--- src/rtl/key_bcd_counter_pkg.sv ---
// Shared types and constants for the push-button driven four-digit BCD counter.
package key_bcd_counter_pkg;

   typedef logic [3:0] bcd_digit_t;

   localparam int         NUM_DIGITS          = 4;
   localparam bcd_digit_t BCD_MAX             = 4'd9;
   localparam int         DEBOUNCE_50MHZ_10MS = 500000;

endpackage

--- src/rtl/key_debounce.sv ---
// One raw active-low key: two-flop synchroniser, stability counter and a
// single-cycle press pulse on each accepted released-to-pressed transition.
module key_debounce
   import key_bcd_counter_pkg::*;
#(
   parameter int DEBOUNCE_CYCLES = DEBOUNCE_50MHZ_10MS
) (
   input  logic clk,
   input  logic rst,
   input  logic key,
   output logic press
);

   localparam int            CW       = $clog2(DEBOUNCE_CYCLES + 1);
   localparam logic [CW-1:0] CNT_LAST = CW'(DEBOUNCE_CYCLES - 1);

   logic          sync_p0;
   logic          sync_p1;
   logic          stable_p2;
   logic          stable_p3;
   logic [CW-1:0] cnt_p2;

   always_ff @(posedge clk or posedge rst) begin
      if (rst) begin
         sync_p0   <= 1'b1;
         sync_p1   <= 1'b1;
         stable_p2 <= 1'b1;
         stable_p3 <= 1'b1;
         cnt_p2    <= '0;
         press     <= 1'b0;
      end else begin
         // stage 0/1: metastability guard on the raw key
         sync_p0 <= key;
         sync_p1 <= sync_p0;
         // stage 2: any return to the accepted level restarts qualification
         if (sync_p1 == stable_p2) begin
            cnt_p2 <= '0;
         end else if (cnt_p2 == CNT_LAST) begin
            stable_p2 <= sync_p1;
            cnt_p2    <= '0;
         end else begin
            cnt_p2 <= cnt_p2 + 1'b1;
         end
         // stage 3: falling edge of the accepted level is the press
         stable_p3 <= stable_p2;
         press     <= stable_p3 & ~stable_p2;
      end
   end

endmodule

--- src/rtl/key_bcd_counter.sv ---
// Four-digit BCD up/down counter stepped by debounced key presses; the
// registered digit outputs feed the seven-segment decoders directly.
module key_bcd_counter
   import key_bcd_counter_pkg::*;
#(
   parameter int DEBOUNCE_CYCLES = DEBOUNCE_50MHZ_10MS
) (
   input  logic                    CLOCK_50,
   input  logic                    reset,
   input  logic                    key_up,
   input  logic                    key_down,
   input  logic                    clear,
   output logic [4*NUM_DIGITS-1:0] digits,
   output logic                    wrap
);

   logic                    up_evt;
   logic                    down_evt;
   logic [4*NUM_DIGITS-1:0] inc_val;
   logic [4*NUM_DIGITS-1:0] dec_val;
   logic                    all_max;
   logic                    all_zero;

   key_debounce #(.DEBOUNCE_CYCLES(DEBOUNCE_CYCLES)) u_key_up (
      .clk   (CLOCK_50),
      .rst   (reset),
      .key   (key_up),
      .press (up_evt)
   );

   key_debounce #(.DEBOUNCE_CYCLES(DEBOUNCE_CYCLES)) u_key_down (
      .clk   (CLOCK_50),
      .rst   (reset),
      .key   (key_down),
      .press (down_evt)
   );

   // A digit moves only when every lower digit is at its rollover value.
   always_comb begin : carry_chain
      logic       carry;
      logic       borrow;
      bcd_digit_t d;
      carry   = 1'b1;
      borrow  = 1'b1;
      d       = '0;
      inc_val = digits;
      dec_val = digits;
      for (int i = 0; i < NUM_DIGITS; i++) begin
         d = digits[4*i +: 4];
         if (carry)
            inc_val[4*i +: 4] = (d == BCD_MAX) ? bcd_digit_t'(0) : d + 4'd1;
         if (borrow)
            dec_val[4*i +: 4] = (d == 4'd0) ? BCD_MAX : d - 4'd1;
         carry  = carry & (d == BCD_MAX);
         borrow = borrow & (d == 4'd0);
      end
      all_max  = carry;
      all_zero = borrow;
   end

   always_ff @(posedge CLOCK_50 or posedge reset) begin
      if (reset) begin
         digits <= '0;
         wrap   <= 1'b0;
      end else if (clear) begin
         digits <= '0;
         wrap   <= 1'b0;
      end else if (up_evt && down_evt) begin
         wrap <= 1'b0;
      end else if (up_evt) begin
         digits <= inc_val;
         wrap   <= all_max;
      end else if (down_evt) begin
         digits <= dec_val;
         wrap   <= all_zero;
      end else begin
         wrap <= 1'b0;
      end
   end

endmodule

--- config.mk ---
export PLATFORM = sky130hd
export DESIGN_NAME = key_bcd_counter
export DESIGN_NICKNAME = d
export VERILOG_FILES = /design/src/rtl/key_bcd_counter_pkg.sv /design/src/rtl/key_debounce.sv /design/src/rtl/key_bcd_counter.sv
export SDC_FILE = /design/constraint.sdc
export NUM_CORES = 1
export LEC_CHECK = 0
export ABC_AREA = 1
export CELL_PAD_IN_SITES_DETAIL_PLACEMENT = 1
export CELL_PAD_IN_SITES_GLOBAL_PLACEMENT = 2
export CORE_MARGIN = 1
export CORE_UTILIZATION = 32
export DETAILED_ROUTE_END_ITERATION = 8
export HOLD_SLACK_MARGIN = 0.1
export PLACE_DENSITY = 0.82
export SETUP_SLACK_MARGIN = 0.02
export SLEW_MARGIN = 10
export SYNTH_ARGS = -nofsm -noshare
export SYNTH_HDL_FRONTEND = slang
export SYNTH_HIERARCHICAL = 1
export SYNTH_SLANG_ARGS = --single-unit
--- constraint.sdc ---
create_clock -name CLOCK_50 -period 1.25 [get_ports CLOCK_50]
set_input_delay 0.25 -clock CLOCK_50 [delete_from_list [all_inputs] [get_ports CLOCK_50]]
set_output_delay 0.25 -clock CLOCK_50 [all_outputs]
set_load 0.02 [all_outputs]
==> results of run 1 <==
==> stage by stage <==
| stage | hold WS, ns | setup TNS [ns] | setup slack (ns) | util |
|---|---|---|---|---|
| after CTS | 0.3022 | -2.418 | -0.09871 | 0.5183 |
| after global placement | 0.3488 | -8.485 | -0.4714 | 0.4472 |
| after global routing | 0.3195 | -8.551 | -0.2417 | 0.5575 |
| final | 0.3119 | -5.000 | -0.2035 | 0.5575 |
| after detailed placement | 0.3490 | -11.82 | -0.5826 | 0.4472 |
| after floorplan | 0.1752 | -0.02418 | -0.008037 | - |
==> critical path, delay by kind of cell, from the launching register on <==
kind	cells	cell delay, ns
and+or+nand+nor	5	0.63
DFF	1	0.49
AOI/OAI and AO/OA	1	0.23
==> final timing paths <==
check                                   end  slack, ns  depth (start not counted)             start
max reg2reg                      digits[12]      -0.20                          6         digits[1]
max                              digits[12]      -0.20                          6         digits[1]
min reg2reg                u_key_up/sync_p1       0.37                          0  u_key_up/sync_p0
min in group asynchronous         digits[3]       0.37                          3             reset
max in group asynchronous  u_key_up/sync_p1       0.64                          3             reset
min                        u_key_up/sync_p0       0.31                          1            key_up
==> cell usage in the layout, fill, tap and decap left out, types with 22 or more instances in the layout <==
cell	n
buf_6	32
nor2_1	63
nand2_1	99
nor2_2	22
nand3_1	22
nand3_2	22
inv_1	46
buf_4	115
dfrtp_1	41
nor2_4	33
nand2_2	27
==> routing by layer <==
layer,up-vias,routed length (µm),track usage
met1,2075,5654,0.2539
li1,2012,-,-
met5,-,0,0
met2,57,7751,0.4373
met3,34,297,0.03780
met4,0,451,0.09511
==> layout make-up <==
| class | count | area (µm²) |
|---|---|---|
| clock buffers | 9 | 225.2 |
| clock inverters | 7 | 118.9 |
| fillers | 1364 | 5161 |
| inverters | 66 | 260.3 |
| multi-input cells | 395 | 2684 |
| flip-flops and latches | 65 | 1657 |
| well taps | 143 | 178.9 |
| repair buffers | 165 | 1378 |
==> timing repair <==
item / 4_1_cts / 5_1_grt
endpoints found under the setup margin: 72 / 65
resized for setup: 188 / 85
cloned: 1 / 0
pin swaps: 49 / 56
setup buffers: 10 / 24
==> sequential cells by signal, indices dropped and copies added (netlist names) <==
name,count
u_key_up/stable_p3,1
u_key_down/stable_p3,1
u_key_down/sync_p1,1
u_key_down/stable_p2,1
u_key_down/press,1
u_key_up/sync_p1,1
u_key_up/cnt_p2,19
u_key_down/cnt_p2,19
u_key_up/sync_p0,1
u_key_up/stable_p2,1
digits,16
u_key_up/press,1
wrap,1
u_key_down/sync_p0,1
==> cell families after synthesis <==
logic type,after synthesis,synth area share
compound gates,47,0.06831
buf+inv,68,0.06703
xor+xnor,17,0.04201
flops,65,0.4195
simple gates,328,0.3967
fa+ha+maj,2,0.006413
==> power breakdown <==
group	leakage [nW]	switching (W)	internal (W)	total [W]
sequential	0.840	0.000315	0.00234	0.00265
combinational	2.00	0.00206	0.00158	0.00365
clock	0.162	0.00102	0.00195	0.00297
==> impl_metrics.toml, run 1 <==
[global_routing]
overflow = 0
grt_pass1_vias = 4539
grt_use_total = 0.2305
antenna_found_initial = 0
grt_pass1_wl_um = 22470
grt_max_degree = 25

[logic_synthesis]
yosys-top-cells-area = "dfrtp_1 37%, nand2_1 13%, nor2_1 8.5%"
yosysSeqAreaShare = 0.4195
yosysWarnings = 6
synth_edf_count = 0
synth_area_leader_cell = "dfrtp_1"
syn_nets = 534
synth.cell_area_um2 = 3901
synthCells = 527
synth_common_cells = "130 x nand2_1, 88 x nor2_1, 58 x inv_1"
synthFlopType = "dfrtp_1"
synthDominantCellAreaShare = 0.3656
yosysMostFrequentCell = "nand2_1"
synth.distinct_cells = 31
ys_ff_latch = 65
synthArstFlopShare = 1.000
synth.avg_cell_area_um2 = 7.403

[final_layout]
fin_cells = 850
syn2layout_area_growth_pct = 66.65
final_area_um2 = 6501
drive_gt1_frac = 0.5446
nets = 709
diodes = 0

[run_status]
violations = "setup timing"
run_status = "complete, but fails checks"

[clock_network]
hold_buffers = 0
cts-htree-levels = 3
cts_tree = "done"
root_buffer = "clkbuf_16"
cts_buffers = 9
clk_pin_slew_ns = 0.06
clock_latency_ns = 0.34
cts_sinks = 65
clock_path_buffers = 2

[drt]
drt-pass1-iter-count = 4
avgViaCountPerCell = 4.915
remaining_drc_errors = 0
via_count = 4178
ant_nets = 0
wl_um = 14160
drtIter0Drc = 166
routedWlPerCell_um = 16.65

[critical_path]
crit_path_max_incr_delay_ns = 0.49
cpMaxStageDelayCell = "dfrtp_2"
cp_max_fo = 6
worstSetupStartpointType = "register"
path_class = "register to register"
required_ns = 1.49
crit_path_frequent_cell = "nand2_2"
path_cells = "nor2_4 > nand2_4 > o21ai_4 > nand3_4 > nand2_2 > nand2_2"
worst_setup_path_end_kind = "register"
critPathArrivalTime_ns = 1.69

[timing]
worst_pin_slew_ns = 0.3945
max_slew_margin = 0.7370
max_freq_mhz = 688.0
period_share = 1.163
finalMaxSlewViolations = 0
rsz0062_at_grt = "yes"
skew_ns = 0.004906
worst_slack_ns = -0.2035
min_period_ns = 1.454
finalHoldViolCount = 0
finalSetupViolations = 52

[pwr]
p_leak_nw = 2.997
power_density_nw_per_um2 = 1425
ir_worst_vdd_v = 0.0006641
power_w = 0.009266

[placement]
dp_hpwl_um = 8925
placed_area_um2 = 5215
portBuffers = 21
place_inst = 800
gp_congestion = 0.8223

[die]
die_w_um = 112.4
coreArea_um2 = 11660
die_h_um = 112.4
ioPinCount = 22
dieArea_um2 = 12640
start_util = 0.3345
fp-row-count = 39

[min_path]
worstHoldPathType = "input port to register"

[run]
drv_cap = 0
Note: power is estimated with default switching activity, not from simulation.
==> run 2, diff against run 1 <==
==> constraint.sdc (replaced) <==
create_clock -name CLOCK_50 -period 1.25 [get_ports CLOCK_50]
set_input_delay 0.25 -clock CLOCK_50 [delete_from_list [all_inputs] [get_ports CLOCK_50]]
set_output_delay 0.25 -clock CLOCK_50 [all_outputs]
set_load 0.05 [all_outputs]
==> impl_metrics.toml, run 2 (same netlist as run 1, synthesis figures left out) <==
[run_status]
run_status = "complete, but fails checks"
violations = "setup timing"

[placement]
portBuffers = 21
gp_congestion = 0.8261
dp_hpwl_um = 8927

[clock_network]
cts_tree = "done"
clk_pin_slew_ns = 0.06
cts_buffers = 9
cts_sinks = 65
clock_path_buffers = 2
cts-htree-levels = 3
root_buffer = "clkbuf_16"
clock_latency_ns = 0.33
hold_buffers = 0

[critical_path]
startpoint = "digits[2]"
rrSetupSlack_ns = -0.19
r2r_start = "digits[2]"
worst_setup_path_end_kind = "register"
worstSetupStartpointType = "register"
cp-endpoint = "digits[11]"
reg2reg_depth = 8
critPathArrivalTime_ns = 1.70
path_class = "register to register"
reg2reg_to = "digits[11]"
cp_max_fo = 5
required_ns = 1.51

[min_path]
worstHoldPathType = "input port to register"

[drt]
via_count = 4205
ant_nets = 0
routedWlPerCell_um = 16.40
drt-pass1-iter-count = 5
drtIter0Drc = 188
remaining_drc_errors = 0
avgViaCountPerCell = 4.901
wl_um = 14070

[timing]
skew_ns = 0.007588
worst_pin_slew_ns = 0.4053
worst_slack_ns = -0.1887
min_period_ns = 1.439
max_slew_margin = 0.7298
fin_setup_tns_ns = -4.969
period_share = 1.151
finalMaxSlewViolations = 0
holdWs_ns = 0.3294
finalSetupViolations = 61
max_freq_mhz = 695.1
finalHoldViolCount = 0
rsz0062_at_grt = "yes"

[global_routing]
overflow = 0
antenna_found_initial = 0
grt_pass1_wl_um = 22560
grt_use_total = 0.2278
grt_max_degree = 25
grt_pass1_vias = 4728

[die]
ioPinCount = 22
dieArea_um2 = 12640
fp-row-count = 39
start_util = 0.3345
die_h_um = 112.4
die_w_um = 112.4
coreArea_um2 = 11660

[pwr]
p_clk_frac = 0.253
share_comb_of_total_power = 0.492
power.switching_w = 0.003954
power_density_nw_per_um2 = 1507
switching_share = 0.3782
p_leak_nw = 3.096
ir_worst_vdd_v = 0.0006494
seq_power_share = 0.256
intPower_w = 0.006500

[run]
drv_cap = 0

[final_layout]
layout_common_cells = "106 x buf_4, 104 x nand2_1, 58 x nor2_1"
largestRegisters = "u_key_down/cnt_p2 x19, u_key_up/cnt_p2 x19, digits x16"
multi_input_area_um2 = 2754
drive_gt1_frac = 0.5497
diodes = 0
regArea_um2 = 1664
nFillCells = 1337
syn2layout_area_growth_pct = 77.84
nets = 717
final_common_cell = "buf_4"
## run 2: cell count changes in the layout (fill, tap and decap cells not counted), sizes merged
| cell | change |
|---|---|
| clkbuf | +3 |
| buf | +8 |
| inv | -1 |
| bufinv | -2 |
## run 2: per-stage QoR
| stage | cells | instance area (µm²) | power (W) | worst slack, ns | util |
|---|---|---|---|---|---|
| finish | 858 | 6938 | 0.01045 | -0.1887 | 0.5949 |
| detailed placement | 792 | 5340 | 0.006462 | -0.5647 | 0.4579 |
| global route | 858 | 6938 | 0.01093 | -0.2424 | 0.5949 |
| CTS | 843 | 6559 | 0.01004 | -0.1520 | 0.5624 |
| floorplan | 527 | 3989 | 0.004522 | -0.1107 | - |
| global placement | 792 | 5340 | 0.006358 | -0.4391 | 0.4579 |
## run 2: area by class of cell
| cell class | count | area share |
|---|---|---|
| inverters | 66 | 0.03769 |
| clock buffers | 12 | 0.03841 |
| clock inverters | 4 | 0.007214 |
| flip-flops and latches | 65 | 0.2399 |
| multi-input cells | 395 | 0.3969 |
| well taps | 143 | 0.02579 |
| repair buffers | 173 | 0.2541 |
## run 2: worst max-delay path: stages (launching register included)
cell and delay [ns]:
dfrtp_2 0.45, nor2_4 0.15, nand2_2 0.10, nand2_4 0.09, buf_12 0.11, nand3_4 0.12, nor2_8 0.18, nand3_1 0.10
nand2_1 0.08
## run 2: worst min path at each step
| stage | end | startpoint | depth (start not counted) | slack [ns] |
|---|---|---|---|---|
| 2_1_floorplan | wrap | reset | 1 | 0.17 |
| 3_3_place_gp | u_key_up/sync_p1 | u_key_up/sync_p0 | 0 | 0.35 |
| 3_5_place_dp | u_key_up/sync_p1 | u_key_up/sync_p0 | 0 | 0.35 |
| 4_1_cts | u_key_down/sync_p0 | key_down | 1 | 0.32 |
| 5_1_grt | u_key_down/sync_p0 | key_down | 1 | 0.34 |
| 6_report | u_key_down/sync_p0 | key_down | 1 | 0.33 |
## run 2: what timing repair did
item | in CTS | in global routing
gates cloned | 1 | 0
gates resized for setup | 150 | 60
setup buffers | 36 | 19
pin swaps | 53 | 50
endpoints found under the setup margin | 67 | 72
## run 2: routing by layer
layer	GRT usage	wire, µm
met3	0.02916	223
met1	0.2518	5676
met5	0	0
met2	0.4315	7808
met4	0.1067	361
## run 2: power by group through the flow
stage	clock, W	sequential [W]	combinational, W
after global routing	0.00278	0.00271	0.00544
final	0.00264	0.00267	0.00514
after CTS	0.00270	0.00265	0.00469
after floorplan	0	0.00325	0.00127
after detailed placement	0	0.00267	0.00379
after global placement	0	0.00265	0.00371
==> run 3, diff against run 2 <==
--- a/config.mk
+++ b/config.mk
@@ -14,8 +14,10 @@
 export HOLD_SLACK_MARGIN = 0.1
 export PLACE_DENSITY = 0.82
 export SETUP_SLACK_MARGIN = 0.02
+export SKIP_CTS_REPAIR_TIMING = 1
 export SLEW_MARGIN = 10
 export SYNTH_ARGS = -nofsm -noshare
 export SYNTH_HDL_FRONTEND = slang
 export SYNTH_HIERARCHICAL = 1
 export SYNTH_SLANG_ARGS = --single-unit
+export TNS_END_PERCENT = 30
==> impl_metrics.toml, run 3 (same netlist as run 1, synthesis figures left out) <==
[critical_path]
reg2reg_depth = 7
cpMaxStageDelayCell = "dfrtp_1"
critPathBufInv = 1
startpoint = "u_key_down/cnt_p2[0]"
crit_family = "simple AND/OR/NAND/NOR gates"
path_class = "register to register"
crit_path_max_incr_delay_ns = 0.41
worst_setup_path_end_kind = "register"
cp-endpoint = "u_key_down/cnt_p2[14]"
reg2reg_to = "u_key_down/cnt_p2[14]"
critPathArrivalTime_ns = 1.67
r2r_start = "u_key_down/cnt_p2[0]"
required_ns = 1.47
rrSetupSlack_ns = -0.20
cp_num_cells = 7
worstSetupStartpointType = "register"
cp_max_fo = 4
path_cells = "ha_4 > nand2_4 > buf_4 > nor3b_4 > nand4_1 > nand2_1 > nor2_1"

[placement]
gp_congestion = 0.8599
pre_cts_ws_ns = -0.4886
portBuffers = 21
dp_hpwl_um = 9096
place_inst = 802

[final_layout]
final_common_cell = "nand2_1"
layout_common_cells = "114 x nand2_1, 107 x buf_4, 61 x nor2_1"
largestRegisters = "u_key_down/cnt_p2 x19, u_key_up/cnt_p2 x19, digits x16"
drive_gt1_frac = 0.4820
nets = 697
fin_cells = 838
final_util = 0.5468
syn2layout_area_growth_pct = 63.47
diodes = 0

[timing]
worst_pin_slew_ns = 0.3681
worst_slack_ns = -0.1961
max_slew_margin = 0.7542
finalHoldViolCount = 0
skew_ns = 0.008097
finalMaxSlewViolations = 0
period_share = 1.157
rsz0062_at_grt = "yes"
max_freq_mhz = 691.5
finalSetupViolations = 67
min_period_ns = 1.446

[clock_network]
cts_sinks = 65
cts_buffers = 9
clock_path_buffers = 2
cts_tree = "done"
clock_latency_ns = 0.33
clk_pin_slew_ns = 0.05
cts-htree-levels = 3
root_buffer = "clkbuf_16"

[die]
start_util = 0.3345
die_w_um = 112.4
fp-row-count = 39
die_h_um = 112.4
coreArea_um2 = 11660
dieArea_um2 = 12640
ioPinCount = 22

[run_status]
violations = "setup timing"
run_status = "complete, but fails checks"

[drt]
via_count = 4126
wl_um = 13880
drtIter0Drc = 198
routedWlPerCell_um = 16.56
drt-pass1-iter-count = 4
remaining_drc_errors = 0
avgViaCountPerCell = 4.924
ant_nets = 0

[min_path]
worstHoldPathType = "input port to asynchronous set/reset pin"

[global_routing]
overflow = 0
grt_use_total = 0.2078
grt_pass1_vias = 4334
grt_max_degree = 25
antenna_found_initial = 0
grt_pass1_wl_um = 20670

[run]
drv_cap = 0

[pwr]
power_density_nw_per_um2 = 1505
power_w = 0.009600
ir_worst_vdd_v = 0.0008717
p_leak_nw = 2.919
## run 3: cell types whose count changed in the layout (fill, tap and decap cells not counted), sizes merged
cell,previous run,this run
bufinv,1,0
clkbuf,12,14
buf,169,149
dlymetal6s2s,0,1
clkinvlp,2,0
inv,65,66
dlygate4sd2,1,0
## run 3: final cells by class
cell class	count	area [µm²]
Clock inverter	2	10.01
Clock buffer	14	284.0
Fill cell	1401	5285
Inverter	66	265.3
Timing Repair Buffer	153	1503
Multi-Input combinational cell	395	2477
Tap cell	143	178.9
Sequential cell	65	1659
## run 3: where the power goes
part           total, W  internal, W  switching (W)
Clock           0.00249      0.00155       0.000939
Sequential      0.00262      0.00234       0.000280
Combinational   0.00449      0.00206        0.00243
Total           0.00960      0.00595        0.00365
## run 3: worst min path at each step
stage                          to  slack, ns  depth (start not counted)
2_1_floorplan          digits[13]       0.18                          1
3_3_place_gp   u_key_down/sync_p1       0.35                          0
3_5_place_dp   u_key_down/sync_p1       0.35                          0
4_1_cts          u_key_down/press       0.22                          2
5_1_grt          u_key_down/press       0.22                          2
6_report         u_key_down/press       0.23                          2
## run 3: layer usage
metal	share of wire	GRT usage	wire length [µm]
met1	0.43	0.2644	6011
met2	0.53	0.3565	7310
met3	0.025	0.02538	345
met4	0.015	0.08978	208
met5	0	0	0
## run 3: per-stage QoR
step | hold slack (ns) | instance area [µm²] | setup TNS (ns)
finish | 0.2262 | 6377 | -5.364
global route | 0.2200 | 6377 | -9.782
global placement | 0.3481 | 5378 | -7.699
CTS | 0.2176 | 5672 | -8.215
floorplan | 0.1751 | 3943 | -1.152
detailed placement | 0.3500 | 5378 | -9.793
